[src/rtl/imem_pkg.sv]
// Shared types and constants for the instruction-memory loader.
package imem_pkg;

  typedef enum logic [2:0] {
    S_IDLE   = 3'd0,
    S_LEN_LO = 3'd1,
    S_LEN_HI = 3'd2,
    S_DATA   = 3'd3,
    S_DONE   = 3'd4,
    S_ERR    = 3'd5
  } state_e;

  localparam int BYTES_PER_WORD = 4;
  localparam int HDR_BYTES      = 2;

endpackage

[src/rtl/word_packer.sv]
// Packs a byte stream little-endian into 32-bit words; the last byte is passed
// straight through so the word is available on the edge that accepts it.
module word_packer
  import imem_pkg::*;
(
  input  logic        clk,
  input  logic        rst,
  input  logic [7:0]  byte_i,
  input  logic        strobe_i,
  input  logic        clear_i,
  output logic        word_valid_o,
  output logic [31:0] word_o
);

  localparam logic [1:0] LAST_LANE = 2'(BYTES_PER_WORD - 1);

  logic [1:0]  lane_q, lane_d;
  logic [23:0] hold_q, hold_d;

  always_comb begin
    lane_d = lane_q;
    hold_d = hold_q;
    if (clear_i) begin
      lane_d = '0;
      hold_d = '0;
    end else if (strobe_i) begin
      if (lane_q == LAST_LANE) begin
        lane_d = '0;
      end else begin
        hold_d[8*lane_q +: 8] = byte_i;
        lane_d                = lane_q + 2'd1;
      end
    end
  end

  always_ff @(posedge clk) begin
    if (rst) begin
      lane_q <= '0;
      hold_q <= '0;
    end else begin
      lane_q <= lane_d;
      hold_q <= hold_d;
    end
  end

  assign word_valid_o = strobe_i && !clear_i && (lane_q == LAST_LANE);
  assign word_o       = {byte_i, hold_q};

endmodule

[src/rtl/imem_loader.sv]
// Loads a length-prefixed byte stream into the imem write port, holding the CPU
// in reset while the load runs.
module imem_loader
  import imem_pkg::*;
#(
  parameter int ADDR_W = 8,
  parameter int DEPTH  = 256
) (
  input  logic              clk,
  input  logic              rst,
  input  logic              start,
  input  logic              in_valid,
  input  logic [7:0]        in_data,
  output logic              in_ready,
  output logic              mem_we,
  output logic [ADDR_W-1:0] mem_addr,
  output logic [31:0]       mem_wdata,
  output logic              busy,
  output logic              done,
  output logic              err,
  output logic              cpu_hold,
  output logic [ADDR_W:0]   words_loaded,
  output state_e            state_dbg
);

  // Stream handshake: a byte moves on a rising edge where in_valid and in_ready
  // are both 1; in_ready depends only on state, never on in_valid.
  state_e            state_q, state_d;
  logic [15:0]       len_q, len_d;
  logic [ADDR_W:0]   cnt_q, cnt_d;
  logic              done_q, done_d, err_q, err_d, we_q, we_d;
  logic [ADDR_W-1:0] addr_q, addr_d;
  logic [31:0]       wdata_q, wdata_d;
  logic              xfer, pk_strobe, pk_clear, pk_valid;
  logic [31:0]       pk_word;
  logic [15:0]       hdr_len;

  word_packer u_packer (
    .clk          (clk),
    .rst          (rst),
    .byte_i       (in_data),
    .strobe_i     (pk_strobe),
    .clear_i      (pk_clear),
    .word_valid_o (pk_valid),
    .word_o       (pk_word)
  );

  assign in_ready = (state_q == S_LEN_LO) || (state_q == S_LEN_HI) || (state_q == S_DATA);
  assign xfer     = in_valid && in_ready;
  assign hdr_len  = {in_data, len_q[7:0]};

  always_comb begin
    state_d   = state_q;
    len_d     = len_q;
    cnt_d     = cnt_q;
    done_d    = done_q;
    err_d     = err_q;
    we_d      = 1'b0;
    addr_d    = addr_q;
    wdata_d   = wdata_q;
    pk_strobe = 1'b0;
    pk_clear  = 1'b0;
    case (state_q)
      S_IDLE: begin
        if (start) begin
          state_d  = S_LEN_LO;
          done_d   = 1'b0;
          err_d    = 1'b0;
          cnt_d    = '0;
          pk_clear = 1'b1;
        end
      end
      S_LEN_LO: begin
        if (xfer) begin
          len_d   = {8'h00, in_data};
          state_d = S_LEN_HI;
        end
      end
      S_LEN_HI: begin
        if (xfer) begin
          len_d = hdr_len;
          if (hdr_len == 16'd0) begin
            state_d = S_DONE;
            done_d  = 1'b1;
          end else if (hdr_len > 16'(DEPTH)) begin
            state_d = S_ERR;
            err_d   = 1'b1;
          end else begin
            state_d = S_DATA;
          end
        end
      end
      S_DATA: begin
        pk_strobe = xfer;
        if (pk_valid) begin
          we_d    = 1'b1;
          addr_d  = cnt_q[ADDR_W-1:0];
          wdata_d = pk_word;
          cnt_d   = cnt_q + 1'b1;
          if (16'(cnt_q) + 16'd1 == len_q) begin
            state_d = S_DONE;
            done_d  = 1'b1;
          end
        end
      end
      S_DONE, S_ERR: state_d = S_IDLE;
      default:       state_d = S_IDLE;
    endcase
  end

  always_ff @(posedge clk) begin
    if (rst) begin
      state_q <= S_IDLE;
      len_q   <= '0;
      cnt_q   <= '0;
      done_q  <= 1'b0;
      err_q   <= 1'b0;
      we_q    <= 1'b0;
      addr_q  <= '0;
      wdata_q <= '0;
    end else begin
      state_q <= state_d;
      len_q   <= len_d;
      cnt_q   <= cnt_d;
      done_q  <= done_d;
      err_q   <= err_d;
      we_q    <= we_d;
      addr_q  <= addr_d;
      wdata_q <= wdata_d;
    end
  end

  assign mem_we       = we_q;
  assign mem_addr     = addr_q;
  assign mem_wdata    = wdata_q;
  assign busy         = in_ready;
  assign cpu_hold     = in_ready;
  assign done         = done_q;
  assign err          = err_q;
  assign words_loaded = cnt_q;
  assign state_dbg    = state_q;

endmodule

[config.mk]
export PLATFORM = sky130hd
export DESIGN_NAME = imem_loader
export DESIGN_NICKNAME = d
export VERILOG_FILES = /design/src/rtl/imem_pkg.sv /design/src/rtl/word_packer.sv /design/src/rtl/imem_loader.sv
export SDC_FILE = /design/constraint.sdc
export NUM_CORES = 1
export LEC_CHECK = 0
export ABC_AREA = 0
export CAP_MARGIN = 20
export CORE_MARGIN = 5
export CORE_UTILIZATION = 53
export DETAILED_ROUTE_END_ITERATION = 10
export PLACE_DENSITY = 0.79
export SYNTH_ARGS = -nofsm -noshare
export SYNTH_HDL_FRONTEND = slang
export SYNTH_SLANG_ARGS = --single-unit
[constraint.sdc]
create_clock -name clk -period 2.4 [get_ports clk]
set_clock_uncertainty 0.15 [all_clocks]
set_input_delay 0.48 -clock clk [delete_from_list [all_inputs] [get_ports clk]]
set_output_delay 0.48 -clock clk [all_outputs]
set_load 0.05 [all_outputs]
== Word level (Yosys, flattened, before mapping) ==
Index checks and enable logic that the tools add are counted.
W data, S select, Z words.
Operators by class
  add/subtract/negate cells: 4
  $lt $le $gt $ge: 1
  equal/unequal tests: 13
  shift operators: 2
  mux-type cells: 30
  bitwise operators: 3
  reduce and logical (&&, ||, !) cells: 22
Operator list (number)
  $neg A5 Y34: 1
  $shift A8 B34 Y24 const A: 1
  $shiftx A8 B34 Y24: 1
  $mux W16: 2
  $pmux W16 S2: 1
  $bwmux W24: 1
  $mux W3: 7
  $mux W9: 2
  $pmux W9 S2: 1
  $eq A10 B16 Y1: 1
  $gt A16 B9 Y1 const B: 1
  $logic_not A16 Y1: 1
  $mux W1: 12
  $pmux W3 S4: 1
  $add A9 B1 Y10 const B: 1
  $ne A2 B2 Y1 const B: 5
  $reduce_and A5 Y1: 2
  $add A9 B1 Y9 const B: 1
  $reduce_and A3 Y1: 3
  $eq A3 B2 Y1 const B: 2
  $ne A2 B1 Y1 const B: 3
  $reduce_and A6 Y1: 1
  $reduce_bool A2 Y1: 3
  $reduce_and A2 Y1: 2
  13 further kinds: 19
Storage, ports and cells
  register bits: 97
  bits of input ports: 12
  output and inout port bits: 58
  word-level logic and storage cells: 86

== Longest topological paths before layout ==
  depth after elaboration: 9
  gate-level depth with buffers: 9

== Modules after synthesis ==
A second synthesis with hierarchy kept.
Unflattened totals
  cells, all modules: 528
  area total of the unflattened synthesis: 4361.7 um^2
Modules (own cells, without submodules)
  imem_loader: instances 1, cells an instance 388, area an instance 3103.0 um^2, sequential area each 1421.4 um^2
  word_packer: instances 1, cells an instance 140, area an instance 1258.7 um^2, sequential area each 520.5 um^2

== Worst setup path after synthesis ==
Ideal clock, no wire load.
  path type: reg-to-output
  start: reg state_q[1] (netlist: state_dbg[1])
  end: out cpu_hold
  arrival time: 2165 ps
  required time: 1770 ps
  path slack: -395 ps
  stages on the path, launching flop included: 5
  path buffers: 2
  cell sequence: dfxtp_1 -> clkbuf_1 -> nor2_1 -> nor2_1 -> buf_4
Between the ends
  word-level cells in the longest chain between the ends: 3
Ends and longest elaborated chain
  start: declaration: line imem_loader.sv:28  | state_e state_q, state_d;
  start signal: assignment: line imem_loader.sv:122  | state_q <= state_d;
  $eq A3 B1 Y1 / $eq A3 B2 Y1 (equally long branches): line imem_loader.sv:48  | assign in_ready = (state_q == S_LEN_LO) || (state_q == S_LEN_HI) || (state_q == S_DATA);
  $logic_or A1 B1 Y1: line imem_loader.sv:48
  $logic_or A1 B1 Y1 *: line imem_loader.sv:48
  end: declaration: line imem_loader.sv:21  | output logic cpu_hold,
Mark *: on every way between the ends. The rest lies on a longest branch, timed or not.

== Final worst setup path ==
  start: reg cnt_q[0] (netlist: words_loaded[0])
  end: out words_loaded[0]
RTL lines
  start: declaration: line imem_loader.sv:30  | logic [ADDR_W:0] cnt_q, cnt_d;
  start signal: assignment: line imem_loader.sv:124  | cnt_q <= cnt_d;
  end: declaration: line imem_loader.sv:22  | output logic [ADDR_W:0] words_loaded,
No word-level cell between the ends.

==> results.sh <==
export IMPL_initial_antenna_violation_count=0
export IMPL_fin_crit_sh=0.969
export IMPL_reg_to_reg_critical_path_endpoint="state_dbg[0]"
export IMPL_grt_overflow_total=0
export IMPL_relSlewSlack=0.651
export IMPL_synth_top_cell_area_share=0.457
export IMPL_via_count=4014
export IMPL_io_pins=70
export IMPL_post_route_cells_drive_above_1_share=0.121
export IMPL_synthesis_area_per_instance_um2=7.97
export IMPL_cellInternalPower_w=0.00227
export IMPL_unrepaired_setup_endpoints_after_global_routing="no"
export IMPL_synth_async_sr_flop_share=0
export IMPL_ir_worst_vdd_mv=0.404
export IMPL_worstSetupStartpointType="flop"
export IMPL_final_antenna_net_count=0
export IMPL_drt_first_iter_violations=333
export IMPL_worst_endpoint_required_ps=1770
export IMPL_max_freq_ghz=0.430
export IMPL_arrival_time_reported_for_the_critical_path_endpoint_ps=1700
export IMPL_worst_skew_pair_late_latency_ps=370
export IMPL_powerDensity_nw_per_um2=592
export IMPL_final_hold_viol_count=0
export IMPL_number_of_levels_the_h_tree_was_split_into=3
export IMPL_min_delay_path_class="flop to flop"
export IMPL_synthDistinctLibCells=53
export IMPL_critPathMaxFanout=8
export IMPL_worst_setup_path_end_kind="output pin"
export IMPL_rr_startpoint="words_loaded[1]"
export IMPL_timing_setup_critical_path_class="flop to output pin"
export IMPL_total_power_consumption_w=0.00316
export IMPL_worst_setup_hold_path_clk_slew_ps=100
export IMPL_design_final_nets=626
export IMPL_ctsRootBufferMaster="clkbuf_8"
export IMPL_critical_path_max_stage_delay_ps=820
export IMPL_yosys_warnings=0
export IMPL_grt_start_max_net_pins=37
export IMPL_detail_route_wirelength_mm=11.1
export IMPL_grtUsageTotal=0.225
export IMPL_buffer_ports_inserted=69
export IMPL_tritoncts_sinks=97
export IMPL_min_to="mem_wdata[19]"
export IMPL_cts_hold_buf=0
export IMPL_netlist_top_cell_by_area="dfxtp_1"
export IMPL_synth_flop_cell="dfxtp_1"
export IMPL_floorplan_die_width_um=99.5
export IMPL_power_share_switching=0.280
export IMPL_min_path_cells=2
export IMPL_slew_viol_final=0
export IMPL_global_route_wire_length_before_repair_mm=18.0
export IMPL_maxCapViolCount=0
export IMPL_timing_final_setup_violations=0
export IMPL_cp_slowest_cell="clkdlybuf4s50_1"
export IMPL_gp_congestion=0.887
export IMPL_share_clk_of_total_power=0.344
export IMPL_synth_nets=551
export IMPL_hold_path_startpoint="mem_wdata[19]"
export IMPL_num_antenna_cells=0
export IMPL_remaining_drc_errors=0
export IMPL_p_sw_w=0.000886
export IMPL_tritoncts="built"
export IMPL_route_detailed_vias_per_inst=5.61
export IMPL_sequential_element_share_of_the_synthesized_area=0.457
export IMPL_r2r_slack_ps=180
export IMPL_timing_final_crit_period_ps=2330
export IMPL_utilization=0.688
export IMPL_ff2ff_path_depth=7
export IMPL_ordered_list_of_cells_on_the_worst_path="buf_4 > clkdlybuf4s50_1"
export IMPL_netlist_instances=533
export IMPL_synth_edf_count=0
export IMPL_max_slew_worst_pin_slew_ps=510
export IMPL_synth_area_um2=4250
export IMPL_average_detailed_routed_wire_length_per_instance_um=15.5
export IMPL_num_cts_buffers=9
export IMPL_row_count=32
export IMPL_grt_pass1_vias=3666
export IMPL_combPwrFrac=0.131
export IMPL_layout_area_overhead_vs_synth_pct=25.7
export IMPL_design_core_area_um2=7770
export IMPL_drt_pass1_iterations=5
export IMPL_floorplan_die_area_um2=9910
export IMPL_post_dp_hpwl_mm=8.06
export IMPL_initial_utilization=0.547
export IMPL_floorplan_die_height_um=99.5
export IMPL_yosys_register_bits=97
export IMPL_share_seq_of_total_power=0.525
export IMPL_cellLeakagePower_nw=1.85
export IMPL_outcome="complete, no violations"
export IMPL_clock_path_buffers=2
export IMPL_synthTopCellsByArea="dfxtp_1 46%, nand2_1 11%, a21oi_1 9.3%"
## cells in the mapped netlist (2+ instances only)
library cell  number
dfxtp_1           97
nand3_1           28
a31o_2             3
mux2i_1            8
xor2_1             4
nor3b_1            3
buf_2             10
a31oi_1            3
nor3_1             7
nand2_1          121
and2_1             8
a21oi_1           79
inv_1              7
o21ai_0           13
nor2_1            43
buf_1              8
nand4_1            5
or2_2              2
and3_1             3
clkbuf_1          15
xnor2_1            6
buf_4              5
nor4_1             6
nand2b_1           3
ha_1               6
a22oi_1            9
or3_1              5
## state kept, by name, indices dropped and copies added (netlist names)
name and cells:
len_q 16, err 1, done 1, mem_we 1
state_dbg 3, mem_wdata 32, u_packer.hold_q 24, words_loaded 9
u_packer.lane_q 2, mem_addr 8
## worst max path at each step
stage                                from              end  slack (ps)  cells after the start
after floorplan              state_dbg[0]         cpu_hold           4                      4
after global placement           in_valid     state_dbg[0]        -0.1                      7
after detailed placement       in_data[3]             done         -60                      7
after CTS                    state_dbg[1]     state_dbg[1]           6                      1
after global routing      words_loaded[1]     state_dbg[0]          20                      7
final                     words_loaded[0]  words_loaded[0]          70                      2
## cell type report
| cell class | count | area (µm²) |
|---|---|---|
| inverters | 7 | 26.3 |
| repair buffers | 103 | 937 |
| flip-flops and latches | 97 | 1950 |
| clock inverters | 6 | 73.8 |
| clock buffers | 10 | 128 |
| fillers | 666 | 2430 |
| multi-input cells | 390 | 2100 |
| well taps | 102 | 128 |
## critical path: cells and delay by family (launching register included)
kind | cells | cell delay [ps]
buf+inv | 2 | 980
flops | 1 | 350
## per-stage QoR
step | setup TNS, ps | instances | hold slack, ps | area (µm²) | setup slack, ps
after detailed placement | -116 | 699 | 296 | 5140 | -57.0
after CTS | 0 | 715 | 308 | 5330 | 6.44
final | 0 | 715 | 307 | 5340 | 75.0
after global placement | -0.111 | 699 | 292 | 5140 | -0.111
after floorplan | 0 | 533 | 282 | 4260 | 4.25
after global routing | 0 | 715 | 324 | 5340 | 20.5
## layout by cell type (no fill, tap or decap), drive strengths merged, types with 9 or more instances in the layout
cell type	Yosys	final
a21oi	79	79
a22oi	9	9
buf	24	41
clkbuf	15	10
clkdlybuf4s50	0	58
dfxtp	97	97
inv	7	9
nand2	121	121
nand3	29	29
nor2	43	43
o21ai	14	14
## routing by layer
layer | vias up | part of all wire | global-route usage
li1 | 1975 | - | -
met1 | 1899 | 0.45 | 0.301
met2 | 127 | 0.49 | 0.371
met3 | 13 | 0.051 | 0.0358
met4 | 0 | 0.0098 | 0.0704
met5 | - | 0 | 0
## power by group through the flow
stage | sequential, W | combinational (W) | clock (W)
4_1_cts | 0.00166 | 0.000414 | 0.00110
2_1_floorplan | 0.00171 | 0.000259 | 0
3_5_place_dp | 0.00170 | 0.000412 | 0
6_report | 0.00166 | 0.000415 | 0.00109
3_3_place_gp | 0.00170 | 0.000408 | 0
5_1_grt | 0.00166 | 0.000446 | 0.00118
## cells by family (layout without fill, tap and decap cells)
kind of cell | Yosys count | after routing | share of synthesized area
AO/OA/AOI/OAI | 119 | 119 | 0.165
XOR/XNOR | 10 | 10 | 0.0206
adder cells (fa/ha/maj) | 6 | 6 | 0.0177
buffers and inverters | 46 | 126 | 0.0498
flip-flops | 97 | 97 | 0.457
multiplexers | 8 | 8 | 0.0188
AND/OR/NAND/NOR | 247 | 247 | 0.271
## repair_timing
item                       4_1_cts  5_1_grt
gates resized for setup          3        2
setup endpoints to repair        3        5
buffers inserted                 0        0
Power figures use the tool's default switching activity.
